==> src/rtl/uart_pkg.sv <==
// Definitions shared across the serial link: frame state encoding,
// default frame geometry and the data parity helper.
package uart_pkg;

  localparam int UART_OVERSAMPLE = 16;
  localparam int UART_DATA_BITS  = 8;

  typedef enum logic [2:0] {
    IDLE_S   = 3'd0,
    START_S  = 3'd1,
    DATA_S   = 3'd2,
    PARITY_S = 3'd3,
    STOP_S   = 3'd4
  } uart_state_e;

  // XOR of the low nbits of data; bits above nbits are not part of the payload.
  function automatic logic data_parity(input logic [7:0] data, input int nbits);
    logic p;
    p = 1'b0;
    for (int i = 0; i < 8; i++) begin
      if (i < nbits) begin
        p = p ^ data[i];
      end else begin
        p = p;
      end
    end
    return p;
  endfunction

endpackage

==> src/rtl/transmitter.sv <==
// UART transmitter: start bit, LSB-first data, optional parity, 1 or 2 stop
// bits, timed by the shared oversampling strobe, with a one-deep holding register.
module transmitter
  import uart_pkg::*;
#(
  parameter int DATA_BITS  = UART_DATA_BITS,
  parameter int OVERSAMPLE = UART_OVERSAMPLE,
  parameter int STOP_BITS  = 1,
  parameter int PARITY_EN  = 0,
  parameter int PARITY_ODD = 0
) (
  input  logic                 clk,
  input  logic                 reset,
  input  logic                 br_tick,
  input  logic                 tx_start,
  input  logic [DATA_BITS-1:0] tx_data,
  output logic                 tx,
  output logic                 tx_ready,
  output logic                 tx_busy,
  output logic                 tx_done
);

  // Wide enough to count two stop bits in one stretch.
  localparam int              TW        = $clog2(2 * OVERSAMPLE);
  localparam logic [TW-1:0]   TICK_ONE  = TW'(1);
  localparam logic [TW-1:0]   BIT_LAST  = TW'(OVERSAMPLE - 1);
  localparam logic [TW-1:0]   STOP_LAST = TW'(STOP_BITS * OVERSAMPLE - 1);
  localparam logic [2:0]      DATA_LAST = 3'(DATA_BITS - 1);
  localparam logic            ODD_BIT   = (PARITY_ODD != 0);
  localparam uart_state_e     POST_DATA = (PARITY_EN != 0) ? PARITY_S : STOP_S;

  uart_state_e          state_q, state_d;
  logic [TW-1:0]        tick_q, tick_d;
  logic [2:0]           bit_q, bit_d;
  logic [DATA_BITS-1:0] shift_q, shift_d;
  logic [DATA_BITS-1:0] hold_q, hold_d;
  logic                 hold_full_q, hold_full_d;
  logic                 parity_q, parity_d;
  logic                 tx_q, tx_d;
  logic                 busy_q, busy_d;
  logic                 done_q, done_d;
  logic                 accept_s;
  logic                 load_s;
  logic                 bit_end_s;

  assign accept_s  = tx_start && !hold_full_q;
  assign bit_end_s = br_tick && (tick_q == BIT_LAST);

  // Next-state logic for the frame sequencer, counters and holding register.
  always_comb begin
    state_d     = state_q;
    tick_d      = tick_q;
    bit_d       = bit_q;
    shift_d     = shift_q;
    hold_d      = hold_q;
    hold_full_d = hold_full_q;
    parity_d    = parity_q;
    done_d      = 1'b0;
    load_s      = 1'b0;

    if (accept_s) begin
      hold_d      = tx_data;
      hold_full_d = 1'b1;
    end else begin
      hold_d      = hold_q;
    end

    case (state_q)
      IDLE_S: begin
        if (hold_full_q) begin
          load_s  = 1'b1;
          tick_d  = '0;
          state_d = START_S;
        end else begin
          state_d = IDLE_S;
        end
      end
      START_S: begin
        if (bit_end_s) begin
          tick_d  = '0;
          bit_d   = 3'd0;
          state_d = DATA_S;
        end else if (br_tick) begin
          tick_d = tick_q + TICK_ONE;
        end else begin
          tick_d = tick_q;
        end
      end
      DATA_S: begin
        if (bit_end_s) begin
          tick_d  = '0;
          shift_d = shift_q >> 1;
          if (bit_q == DATA_LAST) begin
            state_d = POST_DATA;
          end else begin
            bit_d = bit_q + 3'd1;
          end
        end else if (br_tick) begin
          tick_d = tick_q + TICK_ONE;
        end else begin
          tick_d = tick_q;
        end
      end
      PARITY_S: begin
        if (bit_end_s) begin
          tick_d  = '0;
          state_d = STOP_S;
        end else if (br_tick) begin
          tick_d = tick_q + TICK_ONE;
        end else begin
          tick_d = tick_q;
        end
      end
      STOP_S: begin
        if (br_tick && (tick_q == STOP_LAST)) begin
          done_d = 1'b1;
          tick_d = '0;
          // A byte already waiting is chained with no idle gap; one accepted
          // in this very cycle is not yet visible and starts from IDLE.
          if (hold_full_q) begin
            load_s  = 1'b1;
            state_d = START_S;
          end else begin
            state_d = IDLE_S;
          end
        end else if (br_tick) begin
          tick_d = tick_q + TICK_ONE;
        end else begin
          tick_d = tick_q;
        end
      end
      default: begin
        state_d = IDLE_S;
        tick_d  = '0;
        bit_d   = 3'd0;
      end
    endcase

    if (load_s) begin
      shift_d     = hold_q;
      parity_d    = data_parity(8'(hold_q), DATA_BITS);
      hold_full_d = 1'b0;
    end else begin
      shift_d = shift_d;
    end
  end

  // Line level and status follow the state being entered so they register cleanly.
  always_comb begin
    tx_d = 1'b1;
    case (state_d)
      IDLE_S:   tx_d = 1'b1;
      START_S:  tx_d = 1'b0;
      DATA_S:   tx_d = shift_d[0];
      PARITY_S: tx_d = parity_d ^ ODD_BIT;
      STOP_S:   tx_d = 1'b1;
      default:  tx_d = 1'b1;
    endcase
    busy_d = (state_d != IDLE_S);
  end

  // State, counters, holding register and registered outputs.
  always_ff @(posedge clk) begin
    if (reset) begin
      state_q     <= IDLE_S;
      tick_q      <= '0;
      bit_q       <= 3'd0;
      shift_q     <= '0;
      hold_q      <= '0;
      hold_full_q <= 1'b0;
      parity_q    <= 1'b0;
      tx_q        <= 1'b1;
      busy_q      <= 1'b0;
      done_q      <= 1'b0;
    end else begin
      state_q     <= state_d;
      tick_q      <= tick_d;
      bit_q       <= bit_d;
      shift_q     <= shift_d;
      hold_q      <= hold_d;
      hold_full_q <= hold_full_d;
      parity_q    <= parity_d;
      tx_q        <= tx_d;
      busy_q      <= busy_d;
      done_q      <= done_d;
    end
  end

  assign tx       = tx_q;
  assign tx_ready = !hold_full_q;
  assign tx_busy  = busy_q;
  assign tx_done  = done_q;

endmodule

==> config.mk <==
export PLATFORM = sky130hd
export DESIGN_NAME = transmitter
export DESIGN_NICKNAME = d
export VERILOG_FILES = /design/src/rtl/uart_pkg.sv /design/src/rtl/transmitter.sv
export SDC_FILE = /design/constraint.sdc
export NUM_CORES = 1
export LEC_CHECK = 0
export CAP_MARGIN = 15
export CORE_MARGIN = 4
export CORE_UTILIZATION = 23
export CTS_CLUSTER_SIZE = 28
export DETAILED_ROUTE_END_ITERATION = 16
export PLACE_DENSITY = 0.5
export SLEW_MARGIN = 10
export SYNTH_ARGS = -nofsm -noshare
export SYNTH_HDL_FRONTEND = slang
export SYNTH_SLANG_ARGS = --single-unit
==> constraint.sdc <==
create_clock -name clk -period 2 [get_ports clk]
set_input_delay 0.5 -clock clk [delete_from_list [all_inputs] [get_ports clk]]
set_output_delay 0.5 -clock clk [all_outputs]
set_load 0.01 [all_outputs]
# Yosys cells after proc, flatten, opt, wreduce, memory -nomap -nowiden

Index checks and enable logic that the tools add are counted.

Register bits after elaboration: 32
Output and inout port bits: 4
Input port bits: 12
Word-level logic and storage cells: 81

Muxes and demuxes: 31
Add/sub/neg operators: 2
Reduce and logical (&&, ||, !) cells: 14
Bitwise operators: 9
Equality and inequality tests: 14

Operator list:

| cell                                                 | number |
|---|---|
| two-way mux 3 bit                                    | 8 |
| two-way mux 8 bit                                    | 3 |
| two-way mux 5 bit                                    | 3 |
| one-hot mux 3 bit (5 select lines)                   | 1 |
| equality test 3 x 2 -> 1 bit (second input constant) | 4 |
| two-way mux 1 bit                                    | 12 |
| one-hot mux 5 bit (2 select lines)                   | 1 |
| one-hot mux 3 bit (3 select lines)                   | 1 |
| != test 2 bit (second input constant)                | 4 |
| bitwise XOR 1 bit                                    | 7 |
| equality test 3 x 1 -> 1 bit (second input constant) | 2 |
| equality test 3 bit (second input constant)          | 2 |
| adder 5 x 1 -> 5 bit (second input constant)         | 1 |
| equality test 5 x 4 -> 1 bit (second input constant) | 1 |
| AND reduction 2 bit                                  | 2 |
| AND reduction 4 bit                                  | 1 |
| nonzero test 2 bit                                   | 2 |
| OR reduction 2 bit                                   | 2 |
| OR reduction 4 bit                                   | 1 |
| adder 3 x 1 -> 3 bit (second input constant)         | 1 |
| logical NOT 3 bit                                    | 1 |
| != test 3 x 1 -> 1 bit (second input constant)       | 1 |
| one-hot mux 1 bit (3 select lines)                   | 1 |
| nonzero test 3 bit                                   | 1 |
| other kinds (5)                                      | 7 |

# Depth between registers and ports, before layout

Depth in word-level cells: 20
Gate-level depth with buffers: 9
Mapped depth without buffers: 7

# Worst setup path before layout

No wires, ideal clock.

Path kind: register to register
From: register tick_q[0]
To: register shift_q[0]
Path buffers: 3
Setup time: 142 ps
Period minus slack after synthesis: 2042 ps
Data required time: 1858 ps
Path slack: -42 ps
Stages on the path, launching flop included: 10
Data arrival time: 1900 ps
Cells stage by stage: dfxtp_1 -> ha_1 -> nand3_2 -> or2_1 -> buf_6 -> a2111o_1 -> buf_6 -> buf_12 -> nor2_1 -> a211oi_2

Longest elaborated chain between the ends: 5
Elaborated cells between the ends (all ways): 7
Those cells by class: 1 x eq/ne; 5 x mux; 1 x reduce/logical

Ends and longest elaborated chain:

| item                                                                    | RTL line                              | text |
|---|---|---|
| from (decl)                                                             | transmitter.sv:33                     | `logic [TW-1:0] tick_q, tick_d;` |
| from (signal assigned)                                                  | transmitter.sv:177                    | `tick_q <= tick_d;` |
| equality test 5 x 4 -> 1 bit (*)                                        | transmitter.sv:47, transmitter.sv:115 |  |
| logical AND 1 bit (*)                                                   | transmitter.sv:47, transmitter.sv:115 |  |
| two-way mux 1 bit or two-way mux 8 bit (tied branches)                  | transmitter.sv:115, transmitter.sv:90 |  |
| one-hot mux 1 bit (2 select lines) or two-way mux 8 bit (tied branches) | transmitter.sv:68                     | `case (state_q)` |
| two-way mux 8 bit (*)                                                   | transmitter.sv:139                    | `if (load_s) begin` |
| to (signal assigned)                                                    | transmitter.sv:179                    | `shift_q <= shift_d;` |
| to (decl)                                                               | transmitter.sv:35                     | `logic [DATA_BITS-1:0] shift_q, shift_d;` |

Mark *: on every way between the ends. The rest lies on a longest branch, timed or not. The select of a mux whose other input is x is not followed.
A chain may end at the register's enable or synchronous reset.

# Worst setup path in the final report

From: register tick_q[1]
To: register shift_q[7]

Longest elaborated chain between the ends: 6
Elaborated cells between the ends (all ways): 8
Those cells by class: 1 x eq/ne; 3 x mux; 4 x reduce/logical

Ends and longest elaborated chain:

| item                                 | RTL line                              | text |
|---|---|---|
| equality test 5 x 4 -> 1 bit (*)     | transmitter.sv:47, transmitter.sv:115 |  |
| logical AND 1 bit (*)                | transmitter.sv:47, transmitter.sv:115 |  |
| two-way mux 1 bit                    | transmitter.sv:115                    | `if (br_tick && (tick_q == STOP_LAST)) begin` |
| one-hot mux 1 bit (2 select lines)   | transmitter.sv:68                     |  |
| nonzero test 2 bit (no source line)  | n/a                                   |  |
| AND reduction 2 bit (no source line) | n/a                                   |  |

Mark *: on every way between the ends. The rest lies on a longest branch, timed or not.

==> key figures <==
Logic synthesis
  • Post-Synth Adder-Cell Area: 2.39%
  • Ys flop type: dfxtp_1
  • XOR/XNOR Fraction of Synth Area: 3.91%
  • Post-synthesis mux area share: 13.5%
  • Mapped Cells: 163
  • Register area share after synthesis: 40.8%
  • Commonest cells post-synth: 33 x nor2_1, 32 x dfxtp_1, 20 x mux2i_1, 7 x a211oi_2, 6 x xnor2_1
  • Post-synth top area share: 40.8%
  • Top post-synthesis cells by area: dfxtp_1 41%, mux2i_1 13%, nor2_1 7.9%
  • Ys async rst share: 0%
  • Yosys cell types: 39
  • Syn Area/Cell: 9.63 um^2
  • Post-synth EDFFs: 0
  • Simple-gate portion of the synthesized area: 19.1%
  • Syn_nets: 178
  • Ys Warns: 0
  • Yosys top cell by area: dfxtp_1
  • Post-synthesis instance area: 0.00157 mm^2
  • Cell with the most instances after synthesis: nor2_1
  • Yosys reg bits: 32
  • Largest family of logic cells by synthesized area: simple AND/OR/NAND/NOR gates
  • Compound-Gate Fraction of Synth Area: 14.9%

Placement
  • Port Buffer Count: 15
  • Final HPWL from detailed placement: 2130 um
  • Post-Place Setup Slack: -0.246 ns
  • Dpl cell area: 0.00187 mm^2
  • GP Congestion: 0.757

Global routing
  • Grt total ovfl: 0
  • First-pass GRT wire length: 5060 um
  • Pin count of the biggest net entering global routing: 33
  • Initial antenna violation count: 0
  • Number of global-route vias before repair: 1125
  • GRT Resource Usage Total: 7.76%

Min path
  • Hold Crit Class: reg2reg
  • Hold path depth: 1

Timing
  • Post-route minimum period: 1.88 ns
  • Fmax: 0.533 GHz
  • Post-route setup TNS: 0 ns
  • # setup viols final: 0
  • Final worst setup slack: 0.124 ns
  • Final Max Slew Viols: 0
  • Slew headroom: 67.6%
  • Fin. Hold Viols: 0
  • RSZ-0062 raised after global routing: no
  • Measured slew at the worst slew-check pin: 0.485 ns
  • Final Cycle Share: 93.8%
  • Fin Clk Skew: 0.00345 ns

Drt
  • Routed vias/inst: 4.47
  • DR WL/cell: 11.4 um
  • DRT Pass-1 Iters: 4
  • Vias: 1189
  • DRT antenna net count: 0
  • DRC: 0
  • Initial DRC count: 56
  • Routed WL: 3020 um

Clock network
  • TritonCTS clock tree: done
  • Worst-path clk slew: 0.06 ns
  • CTS buffer count: 5
  • Maximum buffer depth of the clock tree: 2
  • Root buffer cell: clkbuf_8
  • Clock Latency Late Sink: 0.28 ns
  • # Post-CTS Setup Buffers: 0
  • CTS Sinks: 32
  • H-tree Lvls: 2

Floorplan
  • Die area: 0.00821 mm^2
  • Die W: 90.6 um
  • # rows: 29
  • Die Y: 90.6 um
  • Initial Util: 24.2%
  • Ports: 16
  • Core footprint: 0.00649 mm^2

Power and ir drop
  • Max VDD drop: 0.220 mV
  • Leakage Power: 0.746 nW
  • PD cells: 719 mW/mm^2

Worst setup path
  • Worst Path Arrival: 2.05 ns
  • Worst-path cell chain: ha_4 > nand3_4 > or2_1 > a2111o_1 > buf_12 > mux2i_1 > nor2_1
  • Critical path class: reg2reg
  • Crit. path cell count: 7
  • Max FO, Critical Path: 17
  • Reg2Reg Depth: 7
  • Delay-heaviest family, CP: compound AO/OA/AOI/OAI gates
  • Max stage delay on crit path: 0.46 ns
  • Startpoint types: register
  • Worst Setup End Kind: register
  • Critical path's slowest cell: a2111o_1
  • CP Buf/Inv Count: 1
  • Req. time, crit path: 2.17 ns

Status
  • Status: finished, final reports clean

Run
  • # Max-Cap Violations: 0

Final layout
  • Fillers: 652
  • Area Overhead vs Synth: 26.2%
  • Fin nets: 203
  • Share of cells above drive strength 1: 18.0%
  • Ant diodes: 0
  • Post-route cell area: 0.00198 mm^2
what timing repair did:
action / 4_1_cts / 5_1_grt
setup endpoints to repair: 0 / 7
resized for setup: 0 / 3
hold buffers: 0 / 0
layout by cell type (no fill, tap or decap), types with 3 or more instances in the layout:
master	n
nand3_1	3
dfxtp_1	31
nor2_1	33
nor2b_1	4
mux2i_1	20
nor3_1	4
a211oi_2	7
a21oi_1	5
xnor2_1	6
nand2_1	3
buf_4	10
nand2b_1	5
clkbuf_8	6
clkdlybuf4s50_1	14
o21ai_0	4
where the power goes:
part           leakage [nW]  switching [mW]  internal (mW)  total [mW]
combinational         0.438          0.0972          0.122       0.219
clock                0.0455           0.222          0.280       0.502
sequential            0.262          0.0293          0.673       0.703
total                 0.746           0.348           1.08        1.42
final timing paths:
kind         startpoint         end  slack (ns)
max           tick_q[1]  shift_q[7]        0.12
min           tick_q[4]   tick_q[4]        0.47
max reg2reg   tick_q[1]  shift_q[7]        0.12
min reg2reg   tick_q[4]   tick_q[4]        0.47
flip-flops by register name, indices dropped and copies added, names as in the netlist, 3 cells and up:
signal and flops:
bit_q 3, hold_q 8, shift_q 8, state_q 3
tick_q 5
cells by family (layout without fill, tap and decap cells):
kind of cell / Yosys count / in the layout
simple gates: 60 / 60
flops: 32 / 32
compound gates: 28 / 28
mux: 21 / 21
buf+inv: 12 / 38
xor+xnor: 7 / 7
fa+ha+maj: 3 / 3
layout make-up:
cell class	instances	area [um^2]	share of cell area (%)
multi-input combinational	119	865	43.7
timing repair buffer	28	279	14.1
inverter	2	7.51	0.379
clock buffer	8	90.1	4.55
sequential	32	642	32.4
tap	77	96.3	4.87
metal layers:
layer,vias to the layer above,wire length (um),GRT usage (%)
li1,620,-,-
met1,544,1460,9.00
met2,19,1390,12.5
met3,6,111,2.42
met4,0,70,4.59
met5,-,0,0
metrics by stage:
stage | power [mW] | cells | hold slack (ns) | util (%)
global placement | 0.939 | 258 | 0.458 | 28.8
finish | 1.42 | 266 | 0.468 | 30.5
global route | 1.51 | 266 | 0.495 | 30.5
detailed placement | 0.938 | 258 | 0.466 | 28.8
CTS | 1.46 | 266 | 0.476 | 30.2
floorplan | 0.860 | 163 | 0.449 | -
Power figures use the tool's default switching activity.
